===== src/rtl/q1.sv =====
// Month-length classifier: registered one-hot day-count code (28/30/31) for a
// month index, with enable gating and invalid-index suppression.
module q1 #(
    parameter int MONTH_BASE = 0
) (
    input  logic       clk,
    input  logic       rst_n,
    input  logic       enable,
    input  logic [3:0] month,
    output logic [2:0] days
);

    localparam logic [3:0] BASE = 4'(MONTH_BASE);
    localparam logic [3:0] LAST = 4'(MONTH_BASE + 11);

    localparam logic [2:0] D_NONE = 3'b000;
    localparam logic [2:0] D_28   = 3'b001;
    localparam logic [2:0] D_30   = 3'b010;
    localparam logic [2:0] D_31   = 3'b100;

    logic [2:0] days_q, days_d;
    logic [3:0] rel;
    logic       valid;

    assign valid = (month >= BASE) && (month <= LAST);
    assign rel   = month - BASE;

    always_comb begin
        days_d = D_NONE;
        if (enable && valid) begin
            case (rel)
                4'd1:                   days_d = D_28;
                4'd3, 4'd5, 4'd8, 4'd10: days_d = D_30;
                default:                days_d = D_31;
            endcase
        end
    end

    always_ff @(posedge clk or negedge rst_n) begin
        if (!rst_n) days_q <= D_NONE;
        else        days_q <= days_d;
    end

    assign days = days_q;

endmodule


===== config.mk =====
export PLATFORM = sky130hd
export DESIGN_NAME = q1
export DESIGN_NICKNAME = d
export VERILOG_FILES = /design/src/rtl/q1.sv
export SDC_FILE = /design/constraint.sdc
export NUM_CORES = 1
export LEC_CHECK = 0
export CAP_MARGIN = 15
export CORE_AREA = 3 3 40 42
export CTS_CLUSTER_SIZE = 28
export DETAILED_ROUTE_END_ITERATION = 8
export DIE_AREA = 0 0 43 45
export PLACE_DENSITY = 0.38
export SYNTH_ARGS = -nofsm -noshare
export SYNTH_HDL_FRONTEND = slang
export SYNTH_SLANG_ARGS = --single-unit

===== constraint.sdc =====
create_clock -name clk -period 0.8 [get_ports clk]
set_input_delay 0.12 -clock clk [delete_from_list [all_inputs] [get_ports clk]]
set_output_delay 0.12 -clock clk [all_outputs]
set_load 0.01 [all_outputs]

==> impl_results.md <==
* Worst path cell trace: buf_6
* Cell Int Power at 0.0003842 W
* Hold crit path type: in -> async
* Final WS setup at -30.02 ps
* Synth Area in Compound Gates at 0.1624
* Fin crit share at 1.038
* # Post-CTS Setup Buffers at 0
* Largest family of logic cells by synthesized area: simple AND/OR/NAND/NOR gates
* Iter 0 DRT Violations at 2
* Tightest slew margin relative to the limit at 0.8411
* Synth Area in Simple Gates at 0.2393
* Clock sinks at 3
* Ports at 10
* Pleak at 0.1356 nW
* Post-Synth XOR/XNOR Area at 0.05983
* WP buf/inv at 1
* Placement Rows at 13
* Initial Util at 0.1139
* RSZ-0062 raised after global routing: yes
* Switching Fraction at 0.2159
* Yosys cell types at 10
* Die width at 43 microns
* Register area share after synthesis at 0.5128
* Post-route minimum period at 830.0 ps
* Clock power frac at 0.530
* Post-synthesis average cell area at 12.20 sq um
* CP required at 680 ps
* Arrival time worst endpoint at 710 ps
* Total gr overflow at 0
* Post-route ant nets at 0
* Routability cong. at 0.6256
* Clock Tree Root: clkbuf_4
* Worst setup SP type: register
* Final net count at 34
* Slowest-stage cell, CP: dfrtp_1
* Combinational power share at 0.141
* GRT Util Overall at 0.05760
* Adder-cell share of the synthesized area at 0
* Placed Instances at 37
* # diodes at 0
* First-pass GRT wire length at 731 microns
* Yosys Warn Count at 0
* CP top delay family: flip-flops
* P_sw at 0.0001058 W
* CTS tree: built
* CP max FO at 1
* Post-Syn Nets at 19
* Max Cap Viol at 0
* Final setup fails at 3
* Die Area at 1935 sq um
* P per Cell Area at 1788 nW/um^2
* Outcome: finished with violations
* Synthesized flop and latch total at 3
* Residual DRC at 0
* Post-Layout Cell Count at 41
* Maximum VDD drop at 0.2993 mV
* Total Routed Length at 342 microns
* CP Capture Type: output pin
* Largest net degree at the start of global routing at 5
* Port buffer count at 9
* CP peak stage delay at 360 ps
* Total power at 0.0004901 W
* Gate Count Post-Synth at 12
* DR vias at 147
* Fmax at 1205 MHz
* Final hold vios at 0
* Max clock buf depth at 2
* P&R area growth vs syn at 87.18%
* Layout cells sized above 1 at 0.3077
* CORE AREA at 1285 sq um
* Max FFs per register at 3
* Clock transition at path regs at 40 ps
* Wire length per cell at 8.341 microns
* Vias/cell at 3.585
* Worst-Margin Slew at 236.2 ps
* Violated checks: negative setup slack
* Pre-Repair DR Iteration Count at 4
* Mux share of post-synthesis cell area at 0
* Slew Limit Fails at 0
* Initial antenna violation count at 0
* Sequential share of power at 0.329
* Vias in the first global route at 193
* H-tree depth at 1
* Setup WS pre-CTS at -373.0 ps
* Post-Syn Area at 146.4 sq um
* Die span in y at 45 microns
* CTS buffer count at 3
* Critical path type: reg -> out
path summary, 6_finish.rpt:
| kind | from | end | slack [ps] | cells after the start |
|---|---|---|---|---|
| setup / recovery | days[0]$_DFF_PN0_ | days[0] | -30 | 1 |
| hold / removal | rst_n | days[2]$_DFF_PN0_ | 70 | 1 |
| max in group asynchronous | rst_n | days[1]$_DFF_PN0_ | 590 | 1 |
| min in group clk | month[3] | days[0]$_DFF_PN0_ | 260 | 2 |
cells in the mapped netlist:
library cell	n	area [sq um]
a221oi_2	1	15.01
nor2b_1	1	6.260
nand2_1	1	3.750
nor4_1	1	6.260
dfrtp_1	3	75.07
inv_1	1	3.750
and4bb_1	1	12.51
a31o_1	1	8.760
xor2_1	1	8.760
nand2b_1	1	6.260
power by group through the flow:
| stage | logic, W | clock network, W | registers [W] |
|---|---|---|---|
| after floorplan | 0.0000212 | 0 | 0.000167 |
| after global placement | 0.0000824 | 0 | 0.000163 |
| after detailed placement | 0.0000847 | 0 | 0.000163 |
| after CTS | 0.0000693 | 0.000278 | 0.000161 |
| after global routing | 0.0000797 | 0.000285 | 0.000162 |
| final | 0.0000690 | 0.000260 | 0.000161 |
through the flow:
| stage | TNS, ps | utilization | hold WS [ps] | instance area (sq um) |
|---|---|---|---|---|
| floorplan | 0 | - | -175.6 | 146.4 |
| global placement | -1415 | 0.2045 | 309.4 | 262.8 |
| detailed placement | -1486 | 0.2045 | 314.6 | 262.8 |
| CTS | -137.8 | 0.2084 | 66.01 | 267.8 |
| global route | -183.8 | 0.2132 | 75.14 | 274.0 |
| finish | -87.30 | 0.2132 | 71.72 | 274.0 |
per-layer routing:
metal / GRT usage / vias up / routed length [microns]
li1: - / 72 / -
met1: 0.05097 / 65 / 130
met2: 0.07784 / 10 / 143
met3: 0.03984 / 0 / 69
met4: 0.07229 / 0 / 0
met5: 0 / - / 0
layout make-up:
type	count	area [sq um]
Tap cell	15	18.77
Timing Repair Buffer	10	82.58
Clock buffer	4	26.28
Multi-Input combinational cell	8	67.56
Sequential cell	3	75.07
Fill cell	141	1011
Inverter	1	3.754
layout by cell type, fill, tap and decap left out, types with 2 or more instances in the layout:
cell type and count:
dlygate4sd2_1 5, clkbuf_4 3, dfrtp_1 3, buf_2 2
what timing repair did:
action,CTS,global route
hold buffers,0,0
setup endpoints to repair,6,3
pin swaps,0,0
gates resized for setup,17,1
gates cloned,0,0
cell families after synthesis:
group	Yosys count
and+or+nand+nor	5
DFF	3
AOI/OAI and AO/OA	2
xor gates and xnor gates	1
buffers and inverters	1
(Power assumes the default switching activity.)
